$ cat src/rtl/ifetch_queue.sv
// Instruction-fetch front end: owns the fetch PC, drives the icache
// read port and buffers fetched words with their PCs for decode.
module ifetch_queue #(
  parameter int                 DEPTH    = 4,
  parameter int                 WORD_W   = 32,
  parameter logic [WORD_W-1:0]  PC_RESET = '0,
  parameter int                 PC_STEP  = 4
) (
  input  logic                         CLK,
  input  logic                         nRST,
  input  logic                         ihit,
  input  logic [WORD_W-1:0]            imemload,
  output logic                         imemREN,
  output logic [WORD_W-1:0]            imemaddr,
  input  logic                         redirect,
  input  logic [WORD_W-1:0]            redirect_pc,
  input  logic                         halt,
  input  logic                         deq_ready,
  output logic                         deq_valid,
  output logic [WORD_W-1:0]            deq_instr,
  output logic [WORD_W-1:0]            deq_pc,
  output logic [WORD_W-1:0]            deq_npc,
  output logic [$clog2(DEPTH+1)-1:0]   count
);

  localparam int CW = $clog2(DEPTH + 1);
  localparam int PW = $clog2(DEPTH);
  localparam logic [WORD_W-1:0] STEP = WORD_W'(PC_STEP);
  localparam logic [PW-1:0]     LAST = PW'(DEPTH - 1);
  localparam logic [CW-1:0]     FULL = CW'(DEPTH);

  typedef enum logic {
    FETCH,
    HALTED
  } state_t;

  state_t            state;
  state_t            state_nxt;
  logic [WORD_W-1:0] fetch_pc;
  logic [PW-1:0]     rd_ptr;
  logic [PW-1:0]     wr_ptr;
  logic [CW-1:0]     cnt;
  logic              enq;
  logic              pop;

  logic [WORD_W-1:0] mem_instr [DEPTH];
  logic [WORD_W-1:0] mem_pc    [DEPTH];

  // Circular pointer increment; DEPTH need not be a power of two.
  function automatic logic [PW-1:0] ptr_inc(input logic [PW-1:0] p);
    return (p == LAST) ? '0 : p + 1'b1;
  endfunction

  // Fetch/halt state register.
  always_ff @(posedge CLK or negedge nRST) begin
    if (!nRST) state <= FETCH;
    else       state <= state_nxt;
  end

  // Halt is sticky; only reset leaves HALTED.
  always_comb begin
    state_nxt = state;
    if (state == FETCH && halt) state_nxt = HALTED;
  end

  // Request gated by registered occupancy, so a same-cycle pop frees
  // nothing for this cycle's fetch. Held low while in reset.
  always_comb begin
    imemREN = nRST && (state == FETCH) && (cnt < FULL) && !halt;
    imemaddr = fetch_pc;
    enq = imemREN && ihit && !redirect;
    pop = deq_valid && deq_ready && !redirect;
  end

  // Pointers, occupancy and fetch PC; redirect overrides everything.
  always_ff @(posedge CLK or negedge nRST) begin
    if (!nRST) begin
      fetch_pc <= PC_RESET;
      rd_ptr   <= '0;
      wr_ptr   <= '0;
      cnt      <= '0;
    end else if (redirect) begin
      fetch_pc <= redirect_pc;
      rd_ptr   <= '0;
      wr_ptr   <= '0;
      cnt      <= '0;
    end else begin
      if (enq) begin
        wr_ptr   <= ptr_inc(wr_ptr);
        fetch_pc <= fetch_pc + STEP;
      end
      if (pop) rd_ptr <= ptr_inc(rd_ptr);
      unique case ({enq, pop})
        2'b10:   cnt <= cnt + 1'b1;
        2'b01:   cnt <= cnt - 1'b1;
        default: cnt <= cnt;
      endcase
    end
  end

  // Entry storage; contents are only observed through valid slots.
  always_ff @(posedge CLK) begin
    if (enq) begin
      mem_instr[wr_ptr] <= imemload;
      mem_pc[wr_ptr]    <= fetch_pc;
    end
  end

  // Head entry, forced to zero when empty so stale storage never shows.
  always_comb begin
    count     = cnt;
    deq_valid = (cnt != '0);
    deq_instr = '0;
    deq_pc    = '0;
    deq_npc   = '0;
    if (deq_valid) begin
      deq_instr = mem_instr[rd_ptr];
      deq_pc    = mem_pc[rd_ptr];
      deq_npc   = mem_pc[rd_ptr] + STEP;
    end
  end

endmodule

$ cat config.mk
export PLATFORM = sky130hd
export DESIGN_NAME = ifetch_queue
export DESIGN_NICKNAME = d
export VERILOG_FILES = /design/src/rtl/ifetch_queue.sv
export SDC_FILE = /design/constraint.sdc
export NUM_CORES = 1
export LEC_CHECK = 0
export CAP_MARGIN = 20
export CORE_MARGIN = 8
export CORE_UTILIZATION = 50
export DETAILED_ROUTE_END_ITERATION = 10
export DONT_BUFFER_PORTS = 1
export SYNTH_ARGS = -nofsm -noshare
export SYNTH_HDL_FRONTEND = slang
export SYNTH_SLANG_ARGS = --single-unit
$ cat constraint.sdc
create_clock -name CLK -period 4.65 [get_ports CLK]
set_clock_uncertainty 0.1 [all_clocks]
set_input_delay 0.465 -clock CLK [delete_from_list [all_inputs] [get_ports CLK]]
set_output_delay 0.465 -clock CLK [all_outputs]
set_load 0.05 [all_outputs]
==> results_tabular.tex, run 1 <==
\begin{tabular}{lr}
\hline
Metric & Value \\
\hline
\multicolumn{2}{l}{\textbf{Clock tree}} \\
\quad TritonCTS clock tree & yes \\
\quad Post-cts sizing count & 0 \\
\quad Number of H-tree branching levels & 1 \\
\quad Number of buffers created by CTS & 29 \\
\quad Clock network latency to the later pin of the worst-skew pair & 0.53 ns \\
\quad \# clock sinks & 296 \\
\quad Buffer depth of the longest clock path & 3 \\
\quad Clk root buf & clkbuf\_16 \\
\quad Clk pin slew, worst setup/hold paths & 0.06 ns \\
\multicolumn{2}{l}{\textbf{Route}} \\
\quad Length of routed wiring on met1 & 11.90 mm \\
\quad Post-DRT Antenna Nets & 0 \\
\quad Met3 wirelength from detailed routing & 2.366 mm \\
\quad Max Used Layer & met4 \\
\quad Via Count & 7403 \\
\quad Overall routed net length & 30.22 mm \\
\quad Vias per Instance & 6.009 \\
\quad Wire length per cell & 24.53 um \\
\quad Met2 wire length & 15.04 mm \\
\quad DRC errors left & 0 \\
\quad Number of iterations in the first detailed-routing pass & 5 \\
\quad Number of violations reported at the end of detailed-routing iteration 0 & 455 \\
\multicolumn{2}{l}{\textbf{Timing}} \\
\quad RSZ-0062 raised after global routing & false \\
\quad Setup total negative slack & 0 ns \\
\quad Slew margin rel. & 28.92\% \\
\quad Final setup fails & 0 \\
\quad Clock period minus final worst setup slack & 4.232 ns \\
\quad Final worst-path cycle share & 91.01\% \\
\quad Hold Fails Final Rpt & 0 \\
\quad Max Clock Freq & 236.3 MHz \\
\quad Total count of max-transition violations in the final report & 0 \\
\quad Transition time at the pin with the least slew margin & 1.066 ns \\
\multicolumn{2}{l}{\textbf{Run}} \\
\quad Maximum capacitance violations & 0 \\
\multicolumn{2}{l}{\textbf{Floorplan}} \\
\quad Effective utilization at floorplan & 50.77\% \\
\quad Die ar. & 30860 um\^{}2 \\
\quad Top-level port count & 203 \\
\quad Core Area & 25110 um\^{}2 \\
\quad Number of rows created at floorplan & 58 \\
\quad Floorplan die width & 175.7 um \\
\quad Height of the die & 175.7 um \\
\multicolumn{2}{l}{\textbf{Worst setup path}} \\
\quad Cell with the largest stage delay on the worst path & dfrtp\_4 \\
\quad Critical path startpoint category & flip-flop \\
\quad Cell type group with the largest total delay on the critical path & simple AND/OR/NAND/NOR gates \\
\quad Data required time of the worst path & 4.09 ns \\
\quad Largest stage delay, worst path & 0.84 ns \\
\quad Kind of critical path & flip-flop to output pin \\
\quad Cells along the critical path & mux4\_1, ha\_1, nand4\_1, or2\_1, or4\_1, a21oi\_1, buf\_4 \\
\quad Arrival time of data at the critical path endpoint & 3.67 ns \\
\quad Worst-path maximum fanout & 39 \\
\quad Endpoint kind of the worst setup timing path & output pin \\
\quad Buf+Inv Stages, Crit Path & 1 \\
\multicolumn{2}{l}{\textbf{Final layout}} \\
\quad Fraction of final layout cells sized beyond drive strength 1 & 16.89\% \\
\quad Count of nets after finishing & 956 \\
\quad Area overhead of the layout relative to synthesis & 16.33\% \\
\quad Post-route cell area & 14830 um\^{}2 \\
\multicolumn{2}{l}{\textbf{Pwr}} \\
\quad Worst VDD drop & 0.2614 mV \\
\quad Cell Pwr Density & 500.7 nW/um\^{}2 \\
\quad Lkg Pwr & 4.823 nW \\
\multicolumn{2}{l}{\textbf{Synth}} \\
\quad Leading post-synthesis cells by cell area & edfxtp\_1 (60\%), mux4\_2 (10\%), dfrtp\_1 (7.9\%) \\
\quad Synth top area share & 60.30\% \\
\quad Post-synth ARST share & 13.51\% \\
\quad Top cells by count, synth & edfxtp\_1 (256), and2\_1 (68), mux4\_2 (59) \\
\quad Cell accounting for the most synthesized area & edfxtp\_1 \\
\quad Post-synthesis area per instance & 16.12 um\^{}2 \\
\quad Mapped cell area & 12750 um\^{}2 \\
\quad Cell with the most instances after synthesis & edfxtp\_1 \\
\quad Number of synthesized flops with an enable pin & 256 \\
\quad Post-synthesis sequential element count & 296 \\
\quad Warning count from the yosys run & 0 \\
\quad Net count of the mapped netlist & 869 \\
\quad Post-synthesis instance total & 791 \\
\quad Ys flop type & edfxtp\_1 \\
\quad Synth unique cells & 42 \\
\quad Part of the Yosys area used for sequential elements & 68.15\% \\
\multicolumn{2}{l}{\textbf{Placed design}} \\
\quad Placer congestion estimate & 0.7936 \\
\quad Placed wire-length estimate & 19.07 mm \\
\quad Count of input and output buffers & 0 \\
\quad Dpl cell area & 13190 um\^{}2 \\
\multicolumn{2}{l}{\textbf{Global route}} \\
\quad Via count of the first global-routing pass & 7941 \\
\quad All-layer global routing usage & 19.44\% \\
\quad Maximum number of pins on one net before global-route repair & 65 \\
\quad Number of antenna violations at the first check in global routing & 1 \\
\quad Wire length of the first global-routing pass & 46.33 mm \\
\quad Residual overflow from global routing & 0 \\
\multicolumn{2}{l}{\textbf{Min path}} \\
\quad Worst hold-check path type & input pin to flip-flop \\
\multicolumn{2}{l}{\textbf{Outcome}} \\
\quad Status & complete, no violations \\
\hline
\end{tabular}
## sequential cells by signal (all words and copies together) (netlist names)
name and flops:
count 3, imemaddr 32, mem_instr 128, mem_pc 128
rd_ptr 2, state 1, wr_ptr 2
## layout by cell type (no fill, tap or decap), types with 3 or more instances in the layout
cell type,netlist,final
edfxtp_1,256,256
nor3_1,16,15
clkbuf_16,0,29
dfrtp_1,40,38
nor2_1,43,43
a21oi_1,13,13
mux2_2,11,11
inv_1,13,12
clkbuf_1,19,11
mux2i_1,5,5
dlygate4sd3_1,0,65
o311ai_0,4,4
clkinv_1,0,6
or3_1,13,13
nand3_1,22,22
and3_4,0,4
mux4_2,59,59
buf_4,3,30
bufinv_16,0,4
or2_2,3,3
nand2_1,45,45
xnor2_1,22,22
nor4_1,9,9
and3_1,8,4
and2_1,68,68
and4_1,4,4
ha_1,7,7
nand4_1,16,16
mux4_1,5,5
or4_1,7,7
o31ai_1,6,6
a31oi_1,8,8
xor2_1,8,8
o21ai_0,30,30
## metrics by stage
stage	hold WS (ns)	power, W	setup slack (ns)	utilization, %	cells
after floorplan	0.06941	0.004772	0.4896	-	791
after global placement	0.07188	0.005108	1.094	52.55	1110
after global routing	0.01640	0.007676	0.2829	59.06	1232
after CTS	0.009379	0.007488	0.4394	59.04	1230
final	0.03575	0.007426	0.4178	59.06	1232
after detailed placement	0.07180	0.005127	1.019	52.55	1110
## worst reg2reg max path: stages (launching register included)
cell      delay (ns)
dfrtp_1         0.81
nand3_1         0.34
or3_1           0.50
nor4_1          0.86
nand2_1         0.19
o311ai_0        0.47
## power breakdown
part / total [W] / leakage (nW) / switching, W / internal, W
clock network: 0.00230 / 0.451 / 0.000921 / 0.00138
registers: 0.00315 / 2.79 / 0.000219 / 0.00293
logic: 0.00197 / 1.59 / 0.00149 / 0.000480
total: 0.00743 / 4.82 / 0.00263 / 0.00479
## logic make-up (layout without fill, tap and decap cells)
group / after synthesis / count (layout) / share of synthesized area, %
and+or+nand+nor: 259 / 259 / 11.07
DFF: 296 / 296 / 68.15
other: 0 / 2 / 0
muxes: 80 / 80 / 12.82
adders and majority gates: 8 / 8 / 0.8440
AOI/OAI and AO/OA: 64 / 64 / 2.905
xor gates and xnor gates: 30 / 30 / 2.061
buffers and inverters: 54 / 163 / 2.149
## cell type report
| cell class | count | area [um^2] |
|---|---|---|
| diodes | 2 | 5.005 |
| clock buffers | 41 | 780.7 |
| clock inverters | 12 | 152.6 |
| fillers | 1970 | 10280 |
| inverters | 13 | 48.80 |
| multi-input cells | 441 | 3811 |
| flip-flops and latches | 296 | 8696 |
| well taps | 330 | 412.9 |
| repair buffers | 97 | 923.4 |
## final timing paths
check | startpoint | to | slack (ns) | cells after the start
worst min register to register | state | state | 0.44 | 1
worst max-delay path | rd_ptr[1] | deq_npc[28] | 0.42 | 7
worst max register to register | imemaddr[10] | imemaddr[29] | 1.22 | 5
min in group asynchronous | nRST | imemaddr[22] | 0.35 | 2
worst min-delay path | redirect | imemaddr[31] | 0.04 | 2
max in group asynchronous | nRST | rd_ptr[0] | 3.85 | 2
## metal layers
metal / up-vias / track usage (%)
met5: - / 0
met4: 0 / 6.464
met3: 63 / 4.810
met2: 315 / 33.49
met1: 3764 / 23.62
li1: 3261 / -
## what timing repair did
| action | in CTS | in global routing |
|---|---|---|
| endpoints found under the hold margin | 206 | 0 |
| hold buffers | 67 | 0 |
| buffers inserted | 0 | 0 |
(Power assumes the default switching activity.)
==> inputs of run 2 (changes only) <==
--- a/config.mk
+++ b/config.mk
@@ -6,6 +6,7 @@
 export NUM_CORES = 1
 export LEC_CHECK = 0
 export CAP_MARGIN = 20
+export CORE_ASPECT_RATIO = 1.1
 export CORE_MARGIN = 8
 export CORE_UTILIZATION = 50
 export DETAILED_ROUTE_END_ITERATION = 10
==> results_tabular.tex, run 2 (synthesis results as in run 1) <==
\begin{tabular}{lr}
\hline
Metric & Value \\
\hline
\multicolumn{2}{l}{\textbf{Outcome}} \\
\quad Status & complete, no violations \\
\multicolumn{2}{l}{\textbf{Final layout}} \\
\quad Final cell utilization of the core & 59.41\% (+0.34 points) \\
\quad Fraction of final layout cells sized beyond drive strength 1 & 18.11\% (+1.2 points) \\
\quad Fillers & 1890 (-4.1\%) \\
\quad Count of nets after finishing & 954 (-0.21\%) \\
\quad Leading cell type in the layout, fill and taps excluded & edfxtp\_1 \\
\quad Area overhead of the layout relative to synthesis & 17.37\% \\
\quad Final Non-Filler Cells & 1215 (-1.4\%) \\
\quad Commonest cells after routing, fill and taps aside & edfxtp\_1 (256), and2\_1 (68), dlygate4sd3\_1 (66), mux4\_2 (59), nand2\_1 (45) \\
\quad Post-route cell area & 14960 um\^{}2 (+0.89\%) \\
\quad Total inserted antenna cells & 0 (-2) \\
\multicolumn{2}{l}{\textbf{Route}} \\
\quad Overall routed net length & 29.81 mm (-1.4\%) \\
\quad Wire length per cell & 24.53 um (about the same) \\
\quad DRC errors left & 0 (unchanged) \\
\quad Post-DRT Antenna Nets & 0 (unchanged) \\
\quad Number of violations reported at the end of detailed-routing iteration 0 & 487 (+7.0\%) \\
\quad Via Count & 7290 (-1.5\%) \\
\quad Number of iterations in the first detailed-routing pass & 5 (unchanged) \\
\quad Vias per Instance & 6.000 (-0.15\%) \\
\multicolumn{2}{l}{\textbf{Global route}} \\
\quad Met2 Track Usage GR & 32.95\% (-0.54 points) \\
\quad Maximum number of pins on one net before global-route repair & 65 (unchanged) \\
\quad Met3 track demand over resource in global routing & 4.510\% (-0.30 points) \\
\quad Wire length of the first global-routing pass & 45.74 mm (-1.3\%) \\
\quad Residual overflow from global routing & 0 (unchanged) \\
\quad GRT Max-Usage Layer & met2 \\
\quad Via count of the first global-routing pass & 7820 (-1.5\%) \\
\quad Global-route track usage on met1 & 24.05\% (+0.43 points) \\
\quad Number of antenna violations at the first check in global routing & 0 (-1) \\
\quad All-layer global routing usage & 19.21\% (-0.23 points) \\
\multicolumn{2}{l}{\textbf{Clock tree}} \\
\quad Number of buffers created by CTS & 30 (+3.4\%) \\
\quad Number of hold buffers added after cts & 68 (+1.5\%) \\
\quad Clock network latency to the later pin of the worst-skew pair & 0.53 ns (about the same) \\
\quad Postcts setup bufs & 0 (unchanged) \\
\quad Post-cts sizing count & 0 (unchanged) \\
\quad Number of H-tree branching levels & 1 (unchanged) \\
\quad \# clock sinks & 296 (unchanged) \\
\quad TritonCTS clock tree & yes \\
\quad Clk pin slew, worst setup/hold paths & 0.06 ns (about the same) \\
\quad Clk root buf & clkbuf\_16 \\
\quad Buffer depth of the longest clock path & 3 (unchanged) \\
\multicolumn{2}{l}{\textbf{Worst setup path}} \\
\quad Critical path startpoint category & flip-flop \\
\quad Arrival time of data at the critical path endpoint & 3.67 ns (about the same) \\
\quad Kind of critical path & flip-flop to output pin \\
\quad Worst-path maximum fanout & 24 (-38\%) \\
\quad Endpoint kind of the worst setup timing path & output pin \\
\quad Data required time of the worst path & 4.09 ns (about the same) \\
\multicolumn{2}{l}{\textbf{Run}} \\
\quad Maximum capacitance violations & 0 (unchanged) \\
\multicolumn{2}{l}{\textbf{Timing}} \\
\quad Total count of max-transition violations in the final report & 0 (unchanged) \\
\quad Slew margin rel. & 28.17\% (-0.75 points) \\
\quad Setup total negative slack & 0 ns (unchanged) \\
\quad Hold Fails Final Rpt & 0 (unchanged) \\
\quad Clock period minus final worst setup slack & 4.238 ns (+0.005332 ns) \\
\quad Final setup fails & 0 (unchanged) \\
\quad Final worst-path cycle share & 91.13\% (+0.11 points) \\
\quad Max Clock Freq & 236.0 MHz (-0.13\%) \\
\quad RSZ-0062 raised after global routing & false \\
\quad Transition time at the pin with the least slew margin & 1.074 ns (+0.007349 ns) \\
\multicolumn{2}{l}{\textbf{Pwr}} \\
\quad Total power & 0.007732 W (+4.1\%) \\
\quad Cell Pwr Density & 516.7 nW/um\^{}2 (+3.2\%) \\
\quad Worst VDD drop & 0.2598 mV (-0.58\%) \\
\quad Lkg Pwr & 4.896 nW (+1.5\%) \\
\multicolumn{2}{l}{\textbf{Placed design}} \\
\quad Placed wire-length estimate & 18.93 mm (-0.73\%) \\
\quad Count of input and output buffers & 0 (unchanged) \\
\quad Number of instances in the placed design & 1091 (-1.7\%) \\
\quad Dpl cell area & 13140 um\^{}2 (-0.39\%) \\
\quad Placer congestion estimate & 0.8117 (+2.3\%) \\
\multicolumn{2}{l}{\textbf{Floorplan}} \\
\quad Number of rows created at floorplan & 61 (+5.2\%) \\
\quad Core Area & 25190 um\^{}2 (+0.31\%) \\
\quad Effective utilization at floorplan & 50.62\% (-0.16 points) \\
\quad Height of the die & 183.5 um (+4.4\%) \\
\quad Floorplan die width & 168.2 um (-4.2\%) \\
\quad Top-level port count & 203 (unchanged) \\
\quad Die ar. & 30870 um\^{}2 (about the same) \\
\multicolumn{2}{l}{\textbf{Min path}} \\
\quad Worst hold-check path type & input pin to flip-flop \\
\hline
\end{tabular}
[run 2: cell types whose count changed in the layout (fill, tap and decap cells not counted), moves of 2 or more]
cell        previous run  this run
diode_2                2         0
buf_4                 30        26
clkbuf_1              11         5
clkinvlp_4             0         2
clkbuf_16             29        31
bufinv_16              4         7
clkinv_1               6         0
clkinv_4               0         3
clkinv_2               2         5
clkbuf_8               1         3
[run 2: area by class of cell]
cell class                 instances  area, um^2  area share, %
clock inverter                    17       276.5          1.848
sequential                       296        8693          58.10
inverter                          13       48.80         0.3261
timing repair buffer              94       903.4          6.037
multi-input combinational        441        3811          25.47
clock buffer                      39       835.8          5.586
tap                              315       394.1          2.634
[run 2: worst max-delay path: stages, from the launching register on]
cell and delay (ns):
dfrtp_4 0.66, mux4_1 0.50, ha_1 0.25, nand4_1 0.22, or2_1 0.43, or4_1 0.51
a21oi_1 0.29, buf_4 0.26
[run 2: metrics by stage]
step                setup slack, ns  hold slack [ns]
finish                       0.4125          0.03386
global route                 0.1753          0.02859
CTS                          0.3901          0.01686
detailed placement           0.9745          0.07095
global placement             0.9919          0.07136
floorplan                    0.4896          0.06941
[run 2: path summary, 6_finish.rpt]
| check | cells past startpoint | slack [ns] | end | startpoint |
|---|---|---|---|---|
| hold / removal | 2 | 0.03 | imemaddr[27] | redirect_pc[27] |
| max in group asynchronous | 2 | 3.88 | rd_ptr[0] | nRST |
| setup / recovery | 7 | 0.41 | deq_npc[18] | rd_ptr[0] |
| setup reg to reg | 4 | 1.34 | mem_instr[1][15] | count[2] |
| min in group asynchronous | 2 | 0.31 | imemaddr[20] | nRST |
| hold reg to reg | 1 | 0.44 | state | state |
[run 2: power by group]
part           internal, W  leakage [nW]  switching, W  total, W
sequential         0.00293          2.79      0.000228   0.00316
clock              0.00166         0.541      0.000972   0.00263
combinational     0.000470          1.57       0.00147   0.00194
total              0.00506          4.90       0.00267   0.00773
[run 2: layer usage]
| metal | vias to the layer above | wire length, um |
|---|---|---|
| met1 | 3725 | 12030 |
| li1 | 3248 | - |
| met3 | 48 | 2140 |
| met5 | - | 0 |
| met2 | 269 | 14930 |
| met4 | 0 | 704 |
==> inputs of run 3 (changes only) <==
--- a/config.mk
+++ b/config.mk
@@ -9,6 +9,7 @@
 export CORE_ASPECT_RATIO = 1.1
 export CORE_MARGIN = 8
 export CORE_UTILIZATION = 50
+export CTS_CLUSTER_SIZE = 12
 export DETAILED_ROUTE_END_ITERATION = 10
 export DONT_BUFFER_PORTS = 1
 export SYNTH_ARGS = -nofsm -noshare
==> results_tabular.tex, run 3 (synthesis results as in run 1) <==
\begin{tabular}{lr}
\hline
Metric & Value \\
\hline
\multicolumn{2}{l}{\textbf{Outcome}} \\
\quad Status & complete, no violations \\
\multicolumn{2}{l}{\textbf{Global route}} \\
\quad Via count of the first global-routing pass & 7799 (-0.27\%) \\
\quad All-layer global routing usage & 19.21\% (about the same) \\
\quad Wire length of the first global-routing pass & 45.72 mm (about the same) \\
\quad Residual overflow from global routing & 0 (unchanged) \\
\quad Maximum number of pins on one net before global-route repair & 65 (unchanged) \\
\quad Number of antenna violations at the first check in global routing & 0 (unchanged) \\
\multicolumn{2}{l}{\textbf{Route}} \\
\quad Wire length per cell & 24.62 um (+0.37\%) \\
\quad Vias per Instance & 6.033 (+0.55\%) \\
\quad Number of violations reported at the end of detailed-routing iteration 0 & 492 (+1.0\%) \\
\quad Number of iterations in the first detailed-routing pass & 5 (unchanged) \\
\quad Via Count & 7330 (+0.55\%) \\
\quad Post-DRT Antenna Nets & 0 (unchanged) \\
\quad Overall routed net length & 29.92 mm (+0.37\%) \\
\quad DRC errors left & 0 (unchanged) \\
\multicolumn{2}{l}{\textbf{Timing}} \\
\quad Clock period minus final worst setup slack & 4.222 ns (-0.01582 ns) \\
\quad Total count of max-transition violations in the final report & 0 (unchanged) \\
\quad Max Clock Freq & 236.9 MHz (+0.37\%) \\
\quad Final worst-path cycle share & 90.79\% (-0.34 points) \\
\quad Slew margin rel. & 29.13\% (+0.96 points) \\
\quad Hold Fails Final Rpt & 0 (unchanged) \\
\quad Final worst setup slack & 0.4283 ns (+0.01582 ns) \\
\quad Setup total negative slack & 0 ns (unchanged) \\
\quad Final setup fails & 0 (unchanged) \\
\quad Transition time at the pin with the least slew margin & 1.063 ns (-0.01044 ns) \\
\quad RSZ-0062 raised after global routing & false \\
\multicolumn{2}{l}{\textbf{Final layout}} \\
\quad Commonest cells after routing, fill and taps aside & edfxtp\_1 (256), and2\_1 (68), dlygate4sd3\_1 (66), mux4\_2 (59), nand2\_1 (45) \\
\quad Fraction of final layout cells sized beyond drive strength 1 & 16.78\% (-1.3 points) \\
\quad Leading cell type in the layout, fill and taps excluded & edfxtp\_1 \\
\quad Total inserted antenna cells & 0 (unchanged) \\
\quad Fillers & 1917 (+1.4\%) \\
\quad Area overhead of the layout relative to synthesis & 16.16\% \\
\quad Count of nets after finishing & 954 (unchanged) \\
\multicolumn{2}{l}{\textbf{Floorplan}} \\
\quad Height of the die & 183.5 um (unchanged) \\
\quad Top-level port count & 203 (unchanged) \\
\quad Effective utilization at floorplan & 50.62\% (unchanged) \\
\quad Core Area & 25190 um\^{}2 (unchanged) \\
\quad Number of rows created at floorplan & 61 (unchanged) \\
\quad Floorplan die width & 168.2 um (unchanged) \\
\quad Die ar. & 30870 um\^{}2 (unchanged) \\
\multicolumn{2}{l}{\textbf{Run}} \\
\quad Maximum capacitance violations & 0 (unchanged) \\
\multicolumn{2}{l}{\textbf{Placed design}} \\
\quad Placer congestion estimate & 0.8117 (unchanged) \\
\quad Placed wire-length estimate & 18.93 mm (unchanged) \\
\quad Count of input and output buffers & 0 (unchanged) \\
\quad Pre-CTS setup slack & 0.9745 ns (unchanged) \\
\multicolumn{2}{l}{\textbf{Clock tree}} \\
\quad Clk root buf & clkbuf\_16 \\
\quad Number of buffers created by CTS & 30 (unchanged) \\
\quad Number of H-tree branching levels & 1 (unchanged) \\
\quad \# clock sinks & 296 (unchanged) \\
\quad Buffer depth of the longest clock path & 3 (unchanged) \\
\quad TritonCTS clock tree & yes \\
\quad Clk pin slew, worst setup/hold paths & 0.05 ns (about the same) \\
\quad Clock network latency to the later pin of the worst-skew pair & 0.53 ns (about the same) \\
\multicolumn{2}{l}{\textbf{Worst setup path}} \\
\quad Buf+Inv Stages, Crit Path & 1 (unchanged) \\
\quad Data required time of the worst path & 4.09 ns (about the same) \\
\quad Cells along the critical path & mux4\_1, ha\_1, nand4\_1, or2\_1, or4\_1, a21oi\_1, buf\_4 \\
\quad Cell with the largest stage delay on the worst path & dfrtp\_4 \\
\quad Endpoint kind of the worst setup timing path & output pin \\
\quad Largest stage delay, worst path & 0.65 ns (about the same) \\
\quad Worst-path maximum fanout & 24 (unchanged) \\
\quad Critical path startpoint category & flip-flop \\
\quad Kind of critical path & flip-flop to output pin \\
\quad R2R setup slack & 1.33 ns (about the same) \\
\quad Cell type group with the largest total delay on the critical path & simple AND/OR/NAND/NOR gates \\
\quad Arrival time of data at the critical path endpoint & 3.66 ns (about the same) \\
\multicolumn{2}{l}{\textbf{Pwr}} \\
\quad Cell Pwr Density & 499.7 nW/um\^{}2 (-3.3\%) \\
\quad Lkg Pwr & 4.819 nW (-1.6\%) \\
\quad Worst VDD drop & 0.2642 mV (+1.7\%) \\
\multicolumn{2}{l}{\textbf{Min path}} \\
\quad Worst hold-check path type & input pin to flip-flop \\
\hline
\end{tabular}
-- run 3: cell types whose count changed in the layout (fill, tap and decap cells not counted), sizes merged --
cell | before | now
clkinvlp | 2 | 0
clkinv | 8 | 2
clkbuf | 39 | 53
bufinv | 7 | 1
-- run 3: where the power goes --
group	internal, W	switching (W)
logic	0.000470	0.00147
registers	0.00293	0.000228
clock network	0.00138	0.000919
-- run 3: metal layers --
layer,vias to the layer above,routed length (um),track usage [%]
met5,-,0,0
met4,0,681,5.397
met3,54,2394,4.704
met2,292,14940,33.10
met1,3737,11910,23.90
li1,3247,-,-
-- run 3: per-stage QoR --
step / hold WS [ns] / std cells / power, W / utilization [%] / area (um^2)
finish: 0.04542 / 1215 / 0.007399 / 58.79 / 14810
global route: 0.03831 / 1215 / 0.007652 / 58.79 / 14810
CTS: 0.02181 / 1215 / 0.007470 / 58.79 / 14810
detailed placement: 0.07095 / 1091 / 0.005104 / 52.18 / 13140
global placement: 0.07136 / 1091 / 0.005081 / 52.18 / 13140
floorplan: 0.06941 / 791 / 0.004772 / - / 12750
-- run 3: worst reg2reg max path, delay by kind of cell, from the launching register on --
family | cells | cell delay (ns)
buf+inv | 1 | 0.30
simple gates | 3 | 1.77
flops | 1 | 0.66
-- run 3: path summary, 6_finish.rpt --
check | cells past startpoint | end | from
min reg2reg | 1 | state | state
max in group asynchronous | 2 | rd_ptr[0] | nRST
min | 2 | imemaddr[27] | redirect_pc[27]
max reg2reg | 4 | mem_instr[1][25] | count[2]
min in group asynchronous | 2 | imemaddr[20] | nRST
max | 7 | deq_npc[18] | rd_ptr[0]
-- run 3: layout make-up --
| type | count | area [um^2] | share of cell area (%) |
|---|---|---|---|
| clock inverter | 3 | 38.79 | 0.2619 |
| sequential | 296 | 8693 | 58.71 |
| inverter | 13 | 48.80 | 0.3295 |
| clock buffer | 53 | 918.4 | 6.202 |
| tap | 315 | 394.1 | 2.662 |
| multi-input combinational | 441 | 3811 | 25.74 |
| timing repair buffer | 94 | 903.4 | 6.101 |
-- run 3: what timing repair did --
item,in CTS,in global routing
hold buffers,68,0
resized for setup,0,0
setup buffers,0,0
endpoints found under the setup margin,0,0
hold endpoints to repair,207,0
